$ cat src/rtl/rr_mux_arbiter_pkg.sv
// ---------------------------------------------------------------------------
// rr_mux_arbiter_pkg : shared constants, FSM state type and round-robin search
// Revision: 1.0
// ---------------------------------------------------------------------------
`default_nettype none

package rr_mux_arbiter_pkg;

  localparam int NREQ = 4;
  localparam int SELW = 2;

  typedef enum logic {
    ST_IDLE  = 1'b0,
    ST_GRANT = 1'b1
  } state_t;

  typedef struct packed {
    logic            found;
    logic [SELW-1:0] idx;
  } pick_t;

  // Walk from the farthest offset back to ptr so the nearest set request wins.
  function automatic pick_t next_rr(input logic [NREQ-1:0] req_masked,
                                    input logic [SELW-1:0] ptr);
    pick_t           res;
    logic [SELW-1:0] k;
    res = '0;
    for (int i = NREQ - 1; i >= 0; i--) begin
      k = ptr + SELW'(i);
      if (req_masked[k]) begin
        res.found = 1'b1;
        res.idx   = k;
      end
    end
    return res;
  endfunction

endpackage

`default_nettype wire

$ cat src/rtl/rr_mux_arbiter_if.sv
// ---------------------------------------------------------------------------
// rr_mux_arbiter_if : requester-side request/data bundle and arbiter outputs
// Revision: 1.0
// ---------------------------------------------------------------------------
`default_nettype none

interface rr_mux_arbiter_if
  import rr_mux_arbiter_pkg::*;
#(
  parameter int DW = 1
);

  logic [NREQ-1:0] req;
  logic [DW-1:0]   d0;
  logic [DW-1:0]   d1;
  logic [DW-1:0]   d2;
  logic [DW-1:0]   d3;
  logic [NREQ-1:0] gnt;
  logic            s1;
  logic            s0;
  logic            busy;
  logic [DW-1:0]   o;

  modport master (
    output req, d0, d1, d2, d3,
    input  gnt, s1, s0, busy, o
  );

  modport slave (
    input  req, d0, d1, d2, d3,
    output gnt, s1, s0, busy, o
  );

endinterface

`default_nettype wire

$ cat src/rtl/rr_mux_arbiter_mux4_dw.sv
// ---------------------------------------------------------------------------
// mux4_dw : DW-wide 4:1 data multiplexer selected by {s1,s0}
// Revision: 1.0
// ---------------------------------------------------------------------------
`default_nettype none

module mux4_dw #(
  parameter int DW = 1
) (
  input  logic          s1,
  input  logic          s0,
  input  logic [DW-1:0] d0,
  input  logic [DW-1:0] d1,
  input  logic [DW-1:0] d2,
  input  logic [DW-1:0] d3,
  output logic [DW-1:0] y
);

  always_comb begin
    y = d0;
    case ({s1, s0})
      2'd0:    y = d0;
      2'd1:    y = d1;
      2'd2:    y = d2;
      default: y = d3;
    endcase
  end

endmodule

`default_nettype wire

$ cat src/rtl/rr_mux_arbiter.sv
// ---------------------------------------------------------------------------
// rr_mux_arbiter : round-robin owner of a shared 4:1 mux with hold-limit rotation
// Revision: 1.0
// ---------------------------------------------------------------------------
`default_nettype none

module rr_mux_arbiter
  import rr_mux_arbiter_pkg::*;
#(
  parameter int DW       = 1,
  parameter int HOLD_MAX = 8
) (
  input  logic                clk,
  input  logic                rst_n,
  rr_mux_arbiter_if.slave     bus
);

  localparam int CW = $clog2(HOLD_MAX);

  state_t          state;
  logic [SELW-1:0] ptr;
  logic [SELW-1:0] sel;
  logic [CW-1:0]   cnt;
  logic [NREQ-1:0] gnt;
  logic            busy;

  logic            cur_req;
  logic            at_limit;
  logic [SELW-1:0] search_ptr;
  logic [NREQ-1:0] req_masked;
  pick_t           pick;
  logic [DW-1:0]   mux_y;

  // While granted, search starts after the owner and excludes it, which covers
  // both voluntary release (its req is already low) and forced rotation.
  always_comb begin
    cur_req    = bus.req[sel];
    at_limit   = (cnt == CW'(HOLD_MAX - 1));
    search_ptr = ptr;
    req_masked = bus.req;
    if (state == ST_GRANT) begin
      search_ptr = sel + 1'b1;
      req_masked = bus.req & ~(NREQ'(1) << sel);
    end
    pick = next_rr(req_masked, search_ptr);
  end

  always_ff @(posedge clk) begin
    if (!rst_n) begin
      state <= ST_IDLE;
      ptr   <= '0;
      sel   <= '0;
      cnt   <= '0;
      gnt   <= '0;
      busy  <= 1'b0;
    end else begin
      case (state)
        ST_IDLE: begin
          if (pick.found) begin
            state <= ST_GRANT;
            gnt   <= NREQ'(1) << pick.idx;
            sel   <= pick.idx;
            busy  <= 1'b1;
            cnt   <= '0;
          end
        end
        ST_GRANT: begin
          if (cur_req && !at_limit) begin
            cnt <= cnt + 1'b1;
          end else begin
            ptr <= sel + 1'b1;
            if (pick.found) begin
              gnt <= NREQ'(1) << pick.idx;
              sel <= pick.idx;
              cnt <= '0;
            end else if (cur_req) begin
              cnt <= '0;
            end else begin
              // Select lines deliberately keep their last value while idle.
              state <= ST_IDLE;
              gnt   <= '0;
              busy  <= 1'b0;
              cnt   <= '0;
            end
          end
        end
        default: begin
          state <= ST_IDLE;
          gnt   <= '0;
          busy  <= 1'b0;
        end
      endcase
    end
  end

  mux4_dw #(
    .DW (DW)
  ) u_mux (
    .s1 (sel[1]),
    .s0 (sel[0]),
    .d0 (bus.d0),
    .d1 (bus.d1),
    .d2 (bus.d2),
    .d3 (bus.d3),
    .y  (mux_y)
  );

  assign bus.gnt  = gnt;
  assign bus.s1   = sel[1];
  assign bus.s0   = sel[0];
  assign bus.busy = busy;
  assign bus.o    = busy ? mux_y : '0;

endmodule

`default_nettype wire

$ cat src/flat_wrapper.sv
// flat-port wrapper written by rule: the top's interface ports become plain ports
module rr_mux_arbiter_flat import rr_mux_arbiter_pkg::*;
#(
  parameter int DW       = 1,
  parameter int HOLD_MAX = 8
)
  (clk, rst_n, bus_req, bus_d0, bus_d1, bus_d2, bus_d3, bus_gnt, bus_s1, bus_s0, bus_busy, bus_o);
  rr_mux_arbiter_if #(.DW(DW)) bus_i ();
  input  logic clk;
  input  logic rst_n;
  input wire logic [$bits(bus_i.req)-1:0] bus_req;
  input wire logic [$bits(bus_i.d0)-1:0] bus_d0;
  input wire logic [$bits(bus_i.d1)-1:0] bus_d1;
  input wire logic [$bits(bus_i.d2)-1:0] bus_d2;
  input wire logic [$bits(bus_i.d3)-1:0] bus_d3;
  output wire logic [$bits(bus_i.gnt)-1:0] bus_gnt;
  output wire logic [$bits(bus_i.s1)-1:0] bus_s1;
  output wire logic [$bits(bus_i.s0)-1:0] bus_s0;
  output wire logic [$bits(bus_i.busy)-1:0] bus_busy;
  output wire logic [$bits(bus_i.o)-1:0] bus_o;
  assign bus_i.req = bus_req;
  assign bus_i.d0 = bus_d0;
  assign bus_i.d1 = bus_d1;
  assign bus_i.d2 = bus_d2;
  assign bus_i.d3 = bus_d3;
  assign bus_gnt = bus_i.gnt;
  assign bus_s1 = bus_i.s1;
  assign bus_s0 = bus_i.s0;
  assign bus_busy = bus_i.busy;
  assign bus_o = bus_i.o;
  rr_mux_arbiter #(.DW(DW), .HOLD_MAX(HOLD_MAX)) u_core (.clk(clk), .rst_n(rst_n), .bus(bus_i));
endmodule
$ cat config.mk
export PLATFORM = sky130hd
export DESIGN_NAME = rr_mux_arbiter_flat
export DESIGN_NICKNAME = d
export VERILOG_FILES = /design/src/rtl/rr_mux_arbiter_pkg.sv /design/src/rtl/rr_mux_arbiter_if.sv /design/src/rtl/rr_mux_arbiter_mux4_dw.sv /design/src/rtl/rr_mux_arbiter.sv /design/src/flat_wrapper.sv
export SDC_FILE = /design/constraint.sdc
export NUM_CORES = 1
export LEC_CHECK = 0
export CORE_UTILIZATION = 53
export CTS_CLUSTER_SIZE = 16
export DETAILED_ROUTE_END_ITERATION = 10
export GPL_TIMING_DRIVEN = 0
export PLACE_DENSITY = 0.89
export SETUP_SLACK_MARGIN = 0.1
export SLEW_MARGIN = 15
export SYNTH_ARGS = -nofsm -noshare
export SYNTH_HDL_FRONTEND = slang
export SYNTH_SLANG_ARGS = --single-unit
$ cat constraint.sdc
create_clock -name clk -period 3.4 [get_ports clk]
set_input_delay 0.68 -clock clk [delete_from_list [all_inputs] [get_ports clk]]
set_output_delay 0.68 -clock clk [all_outputs]
set_load 0.02 [all_outputs]
# Word-level counts from Yosys, hierarchy flattened
# Index checks and enable logic that the tools add are counted.
# classes
addsub	5
magnitude_cmp	5
eq_ne	8
shifts	2
muxes	39
bitwise	4
reduce_logical	6
# ops
op	count
4-bit 2-to-1 mux	5
3-bit 2-to-1 mux	6
2-bit by 3-bit less-than comparator with 1-bit output (second input constant)	5
1-bit 2-to-1 mux	14
1-bit binary-select mux with 2-bit select	5
4-bit one-hot mux with 2 select lines	1
1-bit by 2-bit left shift with 4-bit output (first input constant)	2
2-bit 2-to-1 mux	3
2-bit != test (second input constant)	3
3-bit one-hot mux with 2 select lines	1
2-bit by 1-bit adder with 2-bit output (second input constant)	2
2-bit adder (second input constant)	2
4-bit AND	1
4-bit inverter	1
1-bit one-hot mux with 2 select lines	2
2-bit one-hot mux with 2 select lines	1
4-bit AND reduction	1
3-bit by 1-bit adder with 3-bit output (second input constant)	1
3-bit == test (second input constant)	1
3-bit != test (second input constant)	1
1-bit one-hot mux with 3 select lines	1
3-bit AND reduction	1
2-bit by 1-bit == test with 1-bit output (second input constant)	1
2-bit == test (second input constant)	1
6 further kinds	7
# totals
regBits	13
inputBits	10
output_inout_bits	8
elab_cells	75

# Logic depth before layout (Yosys ltp)
# logic_depth
word_depth	14
ltp_mapped	7
ltp_nobuf	7

# Cells and area by module
# From an unflattened synthesis, not the netlist that was laid out.
# hier_totals
hier_cells	108
hier_area_um2	912.1
# modules_own_cells
module	instances	cells_each	area_each_um2	seq_area_each_um2
rr_mux_arbiter	1	107	889.6	260.2
mux4_dw	1	1	22.5	0.0

# Worst setup path before layout
# Ideal clock, no wire load.
# synth_path
path_kind	reg-to-output
start	reg u_core.sel[0]
end	out bus_o
arrival_ns	1.491
required_ns	2.720
setup_slack_ns	1.229
path_stages_with_launch	6
n_path_buf	0
path_cell_list	dfxtp_1 > inv_1 > ha_1 > a222oi_1 > o21ai_0 > and2_1
# synth_between
elab_chain_cells	3
word_cells_on_any_way	5
classes_between	2 x eq/ne; 2 x mux; 1 x reduce/logical
# synth_rtl
item	line	rtl
start: declaration	rr_mux_arbiter.sv:22	logic [SELW-1:0] sel;
start signal: assignment	rr_mux_arbiter.sv:62	sel <= pick.idx;
start signal: assignment	rr_mux_arbiter.sv:74	sel <= pick.idx;
2-bit == test, or another cell as far along	rr_mux_arbiter_mux4_dw.sv:21	case ({s1, s0})
1-bit one-hot mux with 3 select lines *	rr_mux_arbiter_mux4_dw.sv:21	
1-bit 2-to-1 mux *	rr_mux_arbiter.sv:112	assign bus.o = busy ? mux_y : '0;
end: declaration	flat_wrapper.sv:20	output wire logic [$bits(bus_i.o)-1:0] bus_o;
# Mark *: on every way between the ends. The rest lies on a longest branch, timed or not.

# Final worst setup path
# Same ends and word-level chain as after synthesis.

==> metrics.cfg <==
[run_status]
outcome=finished clean

[critical_path]
end_kind=output pin
cp-start-kind=flip-flop
path_class=flip-flop to output pin
crit_fanout=9
reg2regPathDepth=7
r2r_start=u_core.sel[0]
cp.required_ps=2720
crit_chain=inv_1, ha_1, a222oi_1, o21ai_0, and2_1, clkdlybuf4s50_1
max_stage_delay_ps=530
critPathSlowestCell=clkdlybuf4s50_1
r2r_end=u_core.bus.gnt[1]
r2r_slack_ps=1180
crit_arrival_ps=2320

[place]
gp_congestion=0.835
placed_cell_area_um2=1070
hpwl_um=1540
place_ws_ps=520
dp_cells=127
io_buffer_count=17

[clock_tree]
root_buffer=clkbuf_4
clkLatencyLatePin_ps=280
cts_tree=built
cts_buffer_depth=2
post_cts_buffers=0
cts_resized=0
cts.htree.levels=1
numCtsBuffers=3
clk_pin_slew_ps=80
cts_hold_buffers=0
cts_num_sinks=13

[layout]
nNetsFinal=132
fin_cells=131
antenna_cells=0
fillCellCount=117
drive_gt1_frac=0.113
fin_area_um2=1100
syn2layout_area_growth_pct=24.6

[floorplanning]
start_util=0.578
die_h_um=42.8
die_w_um=42.8
core-area_um2=1520
io_pins=18
num_rows=14
dieArea_um2=1830

[timing]
fin_crit_sh=0.882
setup_viol=0
drv_slew=0
finalClockSkew_ps=1.81
period_needed_ps=3000
finalSetupTns_ps=0
rsz0062_at_grt=false
maxSlewHeadroom=0.700
worst_pin_slew_ps=446
hold_violations=0
worst_slack_ps=400
timing.fmax_mhz=333

[global_route]
antenna_found_initial=0
gr-total-overflow=0
grt_max_degree=11
grt_pass1_vias=777
track_usage=0.244
grt_pass1_wl_um=3370

[yosys]
synth_ff_type=dfxtp_1
syn_inst=94
async_flop_share=0
synthTopCellsByArea=dfxtp_1, ha_1, nor2b_1, a32o_1, mux2i_1
yosys_register_bits=13
synth_seq_area_share=0.295
synth_edf_count=0
synth_warnings=0
yosysTopAreaCell=dfxtp_1
synth_area_per_cell_um2=9.37
synth_top_area_frac=0.295
netlist_area_um2=881
synth_nets=110
ys_types=40

[drt]
detail_route.drc_violations=0
ant_nets=0
drt-total-wl_um=1940
firstDrtPassIters=4
wl_per_cell_um=14.8
via_per_inst=6.15
initialDrtViolationCount=9
via_count=806

[hold_path]
worst_hold_startpoint=u_core.bus.gnt[2]
whs_path_depth=1
hold_path.class=flip-flop to flip-flop
worstHoldEndpoint=u_core.bus.gnt[2]

[run]
maxCapViolations=0

[power_and_ir_drop]
power_density_nw_per_um2=436
ir_drop_mv=0.296
power.leakage_nw=0.423

-- how the worst max path moves through the flow --
stage | start | end | slack (ps) | cells past startpoint
after floorplan | u_core.sel[0] | bus_o | 1230 | 5
after global placement | bus_d1 | bus_o | 520 | 5
after detailed placement | bus_d1 | bus_o | 520 | 5
after CTS | u_core.sel[0] | bus_o | 420 | 6
after global routing | u_core.sel[0] | bus_o | 180 | 6
final | u_core.sel[0] | bus_o | 400 | 6
-- state kept, by name, indices dropped and copies added, names as in the netlist --
register / count
u_core.bus.gnt: 4
u_core.cnt: 3
u_core.ptr: 2
u_core.sel: 2
u_core.bus.busy: 1
u_core.state: 1
-- critical path: cells and delay by family, from the launching register on --
kind,cells,cell delay (ps)
DFF,1,520
AOI/OAI and AO/OA,2,430
buffers and inverters,2,670
adders and majority gates,1,260
and+or+nand+nor,1,160
-- report_power, final --
group / switching [W] / leakage [nW] / internal, W
Combinational: 0.0000987 / 0.301 / 0.0000977
Sequential: 0.0000175 / 0.107 / 0.000170
Clock: 0.0000497 / 0.0150 / 0.0000455
Total: 0.000166 / 0.423 / 0.000313
-- stage by stage --
| step | utilization | power (W) | hold slack (ps) |
|---|---|---|---|
| 6_report | 0.720 | 0.000479 | 469 |
| 5_1_grt | 0.720 | 0.000509 | 485 |
| 4_1_cts | 0.720 | 0.000478 | 472 |
| 3_5_place_dp | 0.703 | 0.000386 | 457 |
| 3_3_place_gp | 0.703 | 0.000378 | 450 |
| 2_1_floorplan | - | 0.000319 | 492 |
-- cells in the mapped netlist (2+ instances only) --
master     n
a21boi_0   4
a32o_1     4
mux2i_1    4
nand3_1    3
nor2b_1    9
buf_4      2
nor3_1     2
a21oi_1    2
ha_1       6
a22oi_1    2
dfxtp_1   13
nor2_1     5
o21a_1     2
nand2_1    5
inv_1      5
o21ai_0    2
-- final cells by class --
cell class              instances  area (µm²)  share of cell area
multi-input cells              72         572               0.521
flip-flops and latches         13         260               0.237
repair buffers                 17         170               0.155
plain buffers                   4        30.0              0.0274
clock buffers                   4        26.3              0.0239
well taps                      16        20.0              0.0182
inverters                       5        18.8              0.0171
-- cell families after synthesis --
family,synth area share
AOI/OAI and AO/OA,0.229
adders and majority gates,0.0852
muxes,0.0838
DFF,0.295
buffers and inverters,0.0554
and+or+nand+nor,0.251
-- layer usage --
layer  vias to the layer above  wire, µm  global-route usage
met5                         -         0                   0
met4                         0        43               0.113
met3                         5        79              0.0383
met2                        28       960               0.418
met1                       380       857               0.294
li1                        393         -                   -
-- placed cells by master, fill, tap and decap left out, drive strengths merged --
master,n
o2bb2ai,1
o31a,1
or3b,1
a2bb2oi,1
a222oi,1
a32o,4
mux2i,4
clkbuf,5
mux4,1
o21a,2
ha,6
a21o,1
o221a,1
a21boi,4
o311a,1
a21oi,2
inv,5
nor4,1
nand3,3
clkdlybuf4s50,17
dfxtp,13
and2,1
nand2b,1
nor2b,9
o221ai,1
nand2,5
nor3b,2
mux2,1
buf,3
nor3,2
and3b,1
o21ai,2
o211ai,1
a22oi,2
nor2,6
or4,1
and3,2
No activity file was read; power rests on OpenSTA's default activity.
